### src/rtl/y86_stage_sequencer.sv
// Multi-cycle stage sequencer for the sequential Y86-64 core: stage enables, PC register, dmem handshake, status.
// Optional build macro SEQ_SINGLE_STEP_EN adds a step input and a PAUSE state after each PCUPD.
module y86_stage_sequencer #(
  parameter int              PC_W        = 64,
  parameter logic [PC_W-1:0] RESET_PC    = {PC_W{1'b0}},
  parameter int              MEM_TIMEOUT = 15
) (
  input  logic            clk,
  input  logic            reset,
`ifdef SEQ_SINGLE_STEP_EN
  input  logic            step,
`endif
  input  logic            start,
  input  logic [3:0]      icode,
  input  logic            cnd,
  input  logic            instr_valid,
  input  logic            imem_error,
  input  logic            dmem_error,
  input  logic            dmem_ack,
  input  logic [PC_W-1:0] valC,
  input  logic [PC_W-1:0] valM,
  input  logic [PC_W-1:0] valP,
  output logic            fetch_en,
  output logic            decode_en,
  output logic            exec_en,
  output logic            mem_en,
  output logic            wb_en,
  output logic            dmem_req,
  output logic [PC_W-1:0] pc,
  output logic [2:0]      stat,
  output logic            busy
);

  typedef enum logic [3:0] {
    S_IDLE      = 4'd0,
    S_FETCH     = 4'd1,
    S_DECODE    = 4'd2,
    S_EXECUTE   = 4'd3,
    S_MEMORY    = 4'd4,
    S_WRITEBACK = 4'd5,
    S_PCUPD     = 4'd6,
    S_HALTED    = 4'd7,
    S_PAUSE     = 4'd8
  } state_t;

  localparam logic [2:0] STAT_AOK = 3'd1;
  localparam logic [2:0] STAT_HLT = 3'd2;
  localparam logic [2:0] STAT_ADR = 3'd3;
  localparam logic [2:0] STAT_INS = 3'd4;
  localparam logic [7:0] TIMEOUT_CNT = 8'(MEM_TIMEOUT);

  function automatic logic is_mem_icode(input logic [3:0] ic);
    case (ic)
      4'h4, 4'h5, 4'h8, 4'h9, 4'hA, 4'hB: return 1'b1;
      default:                            return 1'b0;
    endcase
  endfunction

  state_t          state, state_next;
  logic [2:0]      stat_next;
  logic [PC_W-1:0] pc_next;
  logic [7:0]      wait_cnt, wait_next;
  logic            req_next;

  // Next-state, status, PC and memory wait-counter logic
  always_comb begin
    state_next = state;
    stat_next  = stat;
    pc_next    = pc;
    wait_next  = 8'd0;
    case (state)
      S_IDLE: begin
        if (start) state_next = S_FETCH;
        else       state_next = S_IDLE;
      end
      S_FETCH: begin
        if (imem_error) begin
          stat_next  = STAT_ADR;
          state_next = S_HALTED;
        end else if (!instr_valid) begin
          stat_next  = STAT_INS;
          state_next = S_HALTED;
        end else begin
          state_next = S_DECODE;
        end
      end
      S_DECODE: begin
        if (icode == 4'h0) begin
          stat_next  = STAT_HLT;
          state_next = S_HALTED;
        end else begin
          state_next = S_EXECUTE;
        end
      end
      S_EXECUTE: state_next = S_MEMORY;
      // First MEMORY cycle raises the request; ack only counts once it is visible
      S_MEMORY: begin
        if (!is_mem_icode(icode)) begin
          state_next = S_WRITEBACK;
        end else if (!dmem_req) begin
          state_next = S_MEMORY;
        end else if (dmem_ack) begin
          if (dmem_error) begin
            stat_next  = STAT_ADR;
            state_next = S_HALTED;
          end else begin
            state_next = S_WRITEBACK;
          end
        end else if (wait_cnt == TIMEOUT_CNT) begin
          stat_next  = STAT_ADR;
          state_next = S_HALTED;
        end else begin
          wait_next  = wait_cnt + 8'd1;
          state_next = S_MEMORY;
        end
      end
      S_WRITEBACK: state_next = S_PCUPD;
      S_PCUPD: begin
        case (icode)
          4'h7:    pc_next = cnd ? valC : valP;
          4'h8:    pc_next = valC;
          4'h9:    pc_next = valM;
          default: pc_next = valP;
        endcase
`ifdef SEQ_SINGLE_STEP_EN
        state_next = S_PAUSE;
`else
        state_next = S_FETCH;
`endif
      end
      S_HALTED: state_next = S_HALTED;
`ifdef SEQ_SINGLE_STEP_EN
      S_PAUSE: begin
        if (step) state_next = S_FETCH;
        else      state_next = S_PAUSE;
      end
`endif
      default: state_next = S_HALTED;
    endcase
  end

  // Request stays up only while the FSM remains in MEMORY for a memory icode
  always_comb begin
    if ((state == S_MEMORY) && (state_next == S_MEMORY) && is_mem_icode(icode)) req_next = 1'b1;
    else                                                                       req_next = 1'b0;
  end

  // State, PC, status and registered outputs decoded from the next state
  always_ff @(posedge clk or posedge reset) begin
    if (reset) begin
      state     <= S_IDLE;
      pc        <= RESET_PC;
      stat      <= STAT_AOK;
      wait_cnt  <= 8'd0;
      fetch_en  <= 1'b0;
      decode_en <= 1'b0;
      exec_en   <= 1'b0;
      mem_en    <= 1'b0;
      wb_en     <= 1'b0;
      dmem_req  <= 1'b0;
      busy      <= 1'b0;
    end else begin
      state     <= state_next;
      pc        <= pc_next;
      stat      <= stat_next;
      wait_cnt  <= wait_next;
      fetch_en  <= (state_next == S_FETCH);
      decode_en <= (state_next == S_DECODE);
      exec_en   <= (state_next == S_EXECUTE);
      mem_en    <= (state_next == S_MEMORY);
      wb_en     <= (state_next == S_WRITEBACK);
      dmem_req  <= req_next;
      busy      <= !((state_next == S_IDLE) || (state_next == S_HALTED) || (state_next == S_PAUSE));
    end
  end

endmodule

### config.mk
export PLATFORM = sky130hd
export DESIGN_NAME = y86_stage_sequencer
export DESIGN_NICKNAME = d
export VERILOG_FILES = /design/src/rtl/y86_stage_sequencer.sv
export SDC_FILE = /design/constraint.sdc
export NUM_CORES = 1
export LEC_CHECK = 0
export ABC_CLOCK_PERIOD_IN_PS = 6300
export CAP_MARGIN = 20
export CORE_ASPECT_RATIO = 1.5
export CORE_MARGIN = 3
export CORE_UTILIZATION = 39
export DETAILED_ROUTE_END_ITERATION = 10
export GPL_ROUTABILITY_DRIVEN = 0
export PLACE_DENSITY = 0.88
export SLEW_MARGIN = 40
export SYNTH_ARGS = -nofsm -noshare
export SYNTH_HDL_FRONTEND = slang
export SYNTH_SLANG_ARGS = --single-unit
export TNS_END_PERCENT = 100
### constraint.sdc
create_clock -name clk -period 6.3 [get_ports clk]
set_input_delay 1.575 -clock clk [delete_from_list [all_inputs] [get_ports clk]]
set_output_delay 1.575 -clock clk [all_outputs]
set_load 0.005 [all_outputs]
Word level (Yosys, flattened, before mapping)
Index checks and enable logic that the tools add are counted.
W data, S select, Z words.
{"block": "totals", "register_bits": 86, "inputBits": 204, "out_inout_bits": 74, "word_cells": 79}
{"block": "classes", "n_addsub": 1, "eq_ne": 27, "n_mux": 29, "reduce_logical": 11}
{"operator": "$pmux W64 S3", "count": 1}
{"operator": "$mux W64", "count": 1}
{"operator": "$mux W8", "count": 5}
{"operator": "$eq A4 B3 Y1 const B", "count": 9}
{"operator": "$mux W3", "count": 11}
{"operator": "$pmux W4 S7", "count": 1}
{"operator": "$eq A4 B4 Y1 const B", "count": 5}
{"operator": "$eq A4 B2 Y1 const B", "count": 4}
{"operator": "$logic_not A4 Y1", "count": 3}
{"operator": "$mux W4", "count": 3}
{"operator": "$ne A3 B3 Y1 const B", "count": 3}
{"operator": "$pmux W3 S3", "count": 1}
{"operator": "$add A8 B1 Y8 const B", "count": 1}
{"operator": "$eq A4 B1 Y1 const B", "count": 2}
{"operator": "$eq A8 B4 Y1 const B", "count": 1}
{"operator": "$reduce_and A7 Y1", "count": 1}
{"operator": "$ne A2 B2 Y1 const B", "count": 3}
{"operator": "$reduce_or A6 Y1", "count": 1}
{"operator": "$mux W1", "count": 4}
{"operator": "$mux W2", "count": 2}
{"operator": "$reduce_bool A3 Y1", "count": 1}
{"operator": "$logic_and A1 B1 Y1", "count": 2}
{"operator": "$logic_or A1 B1 Y1", "count": 2}
{"operator": "$logic_not A1 Y1", "count": 1}

Longest topological paths before layout
{"block": "logic_depth", "ltp_word": 10, "depth_mapped": 7, "ltp_nobuf": 6}

Least setup slack after synthesis
Ideal clock, no wire load.
{"block": "synth_timing", "path_type": "in2reg", "start": "input port icode[1]", "end": "register wait_cnt[3]", "setup_time_ns": 0.069, "arrival_ns": 2.924, "path_slack_ns": 3.308, "cell_stages": 6, "path_buffers": 1, "path_cell_list": "or3b_4 -> and2_4 -> or2_0 -> or3_1 -> buf_6 -> nor2_2"}
{"block": "synth_via", "elab_chain_cells": 6, "word_cells_on_any_way": 11, "cone_classes": "eq/ne (6); mux (4); reduce/logical (1)"}
{"element": "start, declared", "line_no": "14", "rtl": "input logic [3:0] icode,"}
{"element": "$eq A4 B3 Y1 or $eq A4 B4 Y1 (tied branches)", "line_no": "53", "rtl": "case (ic)"}
{"element": "$reduce_or A6 Y1 (*)", "line_no": "53"}
{"element": "$mux W1 (*)", "line_no": "53"}
{"element": "$mux W1 (*)", "line_no": "71", "rtl": "case (state)"}
{"element": "$mux W8 (*)", "line_no": "98", "rtl": "if (!is_mem_icode(icode)) begin"}
{"element": "$mux W8 (*)", "line_no": "71"}
{"element": "net wait_next[3]", "line_no": "62", "rtl": "logic [7:0] wait_cnt, wait_next;"}
{"element": "end signal, assigned", "line_no": "166", "rtl": "wait_cnt <= wait_next;"}
{"element": "end, declared", "line_no": "62"}
The timed path passes the listed nets; every way through them passes the cells marked *. The select of a mux whose other input is x is not followed.
A chain may end at the register's enable or synchronous reset.

Final worst setup path
Ends and elaborated chain as after synthesis.

==> flow_metrics.tcl <==
set metrics [dict create \
    netlist.area_leader.share_pct 50.00 \
    final.period_utilization_pct 55.14 \
    cp_cell_sequence "clkdlybuf4s50_1, or3b_4, and2_4, or2_0, or3_1, nor2_2" \
    critPathRequiredTime_ns 6.56 \
    grt_pass1_wl_um 24910 \
    power.density_nw_per_um2 373.9 \
    tightest_slew_ns 0.7476 \
    total_power_mw 2.766 \
    ys.flop_type "dfrtp_1" \
    cp_slowest_cell "clkdlybuf4s50_1" \
    drive_above_1_share_pct 6.483 \
    dp_hpwl_um 12220 \
    synth_seq_cells 85 \
    fp.dieH_um 133.2 \
    clock.fmax_mhz 287.9 \
    vias 4796 \
    synth.largest_area_cell "dfrtp_1" \
    ios 278 \
    cts_hold_buffers 0 \
    cts-root-buf "clkbuf_16" \
    antenna_cells 0 \
    grt_usage_pct 25.97 \
    grt_max_degree 65 \
    wirelength_um 16000 \
    drt_first_pass_iters 4 \
    synth_edf_count 0 \
    synthMostInstantiatedCell "dfrtp_1" \
    r2r_end "pc[63]" \
    setup_tns_ns 0 \
    setup_viol 0 \
    antenna_found_initial 0 \
    slew_headroom_pct 50.16 \
    syn-cell-area_um2 4204 \
    wire_per_inst_um 18.48 \
    synthesis.nets 666 \
    finalMaxSlewViolations 0 \
    min_period_ns 3.474 \
    dp.cells 850 \
    yosysSeqAreaShare_pct 50.63 \
    status "finished clean" \
    holdCritPathClass "reg2reg" \
    start_util_pct 40.80 \
    syn_area_per_cell_um2 9.119 \
    ys_async_sr_fraction_pct 100.0 \
    crit_type "in2reg" \
    synthTopCellsByArea "dfrtp_1 50%, a221oi_1 13%, a21oi_1 8.0%" \
    rows 45 \
    postSynthCellCount 461 \
    final_cells 866 \
    place.port_buffers 277 \
    core_area_um2 10300 \
    cts_max_level 3 \
    cts_setup_buffers 0 \
    r2r_slack_ns 4.01 \
    maxCapViolations 0 \
    clock_path_buffers 2 \
    grt_overflow 0 \
    cts_tree "yes" \
    rr_worst_depth 5 \
    clock_skew_ns 0.008271 \
    pre_cts_ws_ns 2.487 \
    crit_path_max_incr_delay_ns 0.56 \
    finalHoldViolCount 0 \
    crit_path_start "icode[1]" \
    vias_per_cell 5.538 \
    synth_cell_types 44 \
    area_growth_pct 75.98 \
    whs_ns 0.4939 \
    cp.arrival_ns 3.74 \
    synth_common_cells "84 x dfrtp_1, 70 x nor2_1, 69 x nand2_1, 67 x a21oi_1, 64 x a221oi_1" \
    cts.clk_slew.worst_paths_ns 0.06 \
    cts_buffers 9 \
    peakVddDrop_mv 0.1812 \
    cts.sinks 85 \
    cp-start-kind "input pin" \
    r2r_start "state[0]" \
    cts_resized 0 \
    dieArea_um2 12090 \
    synth_warnings 0 \
    path_depth 6 \
    crit_fanout 7 \
    grt_pass1_vias 4917 \
    fp.dieW_um 90.77 \
    end_kind "flop" \
    rsz0062_at_grt "false" \
    drt_iter0_markers 195 \
    drc 0 \
    crit_family "simple AND/OR/NAND/NOR gates" \
    clock_latency_ns 0.34 \
    worst-path-buf-inv 1 \
    layout_setup_ws_ns 2.826 \
    p_leak_nw 2.800 \
    ant_nets 0 \
    endpoint "wait_cnt[3]" \
    fin_nets 925 \
]
## worst register-to-register path, stage by stage, from the launching register on
cell and delay (ns):
dfrtp_1 0.51, nor2b_1 0.37, and2_2 0.61, buf_4 0.47, nor2_1 0.09, a21oi_1 0.15
## how the worst min path moves through the flow
stage | startpoint | to | slack [ns] | cells after the start
after floorplan | wait_cnt[0] | wait_cnt[0] | 0.45 | 1
after global placement | wait_cnt[0] | wait_cnt[0] | 0.47 | 1
after detailed placement | wait_cnt[0] | wait_cnt[0] | 0.49 | 1
after CTS | wait_cnt[0] | wait_cnt[0] | 0.50 | 1
after global routing | wait_cnt[0] | wait_cnt[0] | 0.53 | 1
final | wait_cnt[0] | wait_cnt[0] | 0.49 | 1
## stage by stage
step	utilization, %	instance area [um2]
after floorplan	-	4204
after global placement	68.60	7068
after detailed placement	68.89	7098
after CTS	71.80	7398
after global routing	71.80	7398
final	71.80	7398
## power breakdown
group / leakage (nW) / switching (mW) / total (mW) / internal [mW]
Clock: 0.138 / 0.222 / 0.531 / 0.308
Combinational: 1.68 / 0.564 / 1.29 / 0.724
Sequential: 0.981 / 0.155 / 0.947 / 0.792
## kinds of logic (layout without fill, tap and decap cells)
kind of cell / after synthesis / count (layout) / share of synthesized area (%)
compound gates: 143 / 143 / 23.75
flops: 85 / 85 / 50.63
mux: 3 / 3 / 0.7738
xor+xnor: 8 / 8 / 1.666
simple gates: 180 / 180 / 19.05
buf+inv: 41 / 305 / 3.839
fa+ha+maj: 1 / 1 / 0.2976
## cell usage in the layout (no fill, tap or decap), types with 4 or more instances in the layout
master           synthesis  routed
clkdlybuf4s50_1          0     277
dfrtp_1                 84      84
nor2_1                  70      70
nand2_1                 69      68
a21oi_1                 67      67
a221oi_1                64      64
clkbuf_16                0       9
nor2_2                   6       6
buf_4                    0       6
nand2b_1                 5       5
inv_1                    5       4
nor3_1                   4       4
nand3_1                  4       4
xnor2_1                  4       4
xor2_1                   4       4
## layer usage
layer / up-vias / part of all wire [%] / global-route usage (%) / routed length [um]
met5: - / 0 / 0 / 0
met4: 0 / 3.8 / 11.49 / 608
met3: 42 / 7.1 / 7.627 / 1143
met2: 239 / 53 / 47.42 / 8519
met1: 2328 / 36 / 27.42 / 5732
li1: 2187 / - / - / -
## registers in the layout, summed over array words and instances (netlist names)
| signal | count |
|---|---|
| busy | 1 |
| decode_en | 1 |
| dmem_req | 1 |
| exec_en | 1 |
| fetch_en | 1 |
| mem_en | 1 |
| pc | 64 |
| stat | 3 |
| state | 3 |
| wait_cnt | 8 |
| wb_en | 1 |
## cell type report
cell class,instances,area (um2)
inverters,5,20.02
flip-flops and latches,85,2128
clock inverters,7,75.07
repair buffers,284,2829
well taps,141,176.4
multi-input cells,335,1944
fillers,764,2905
clock buffers,9,225.2
Note: power is estimated with default switching activity, not from simulation.
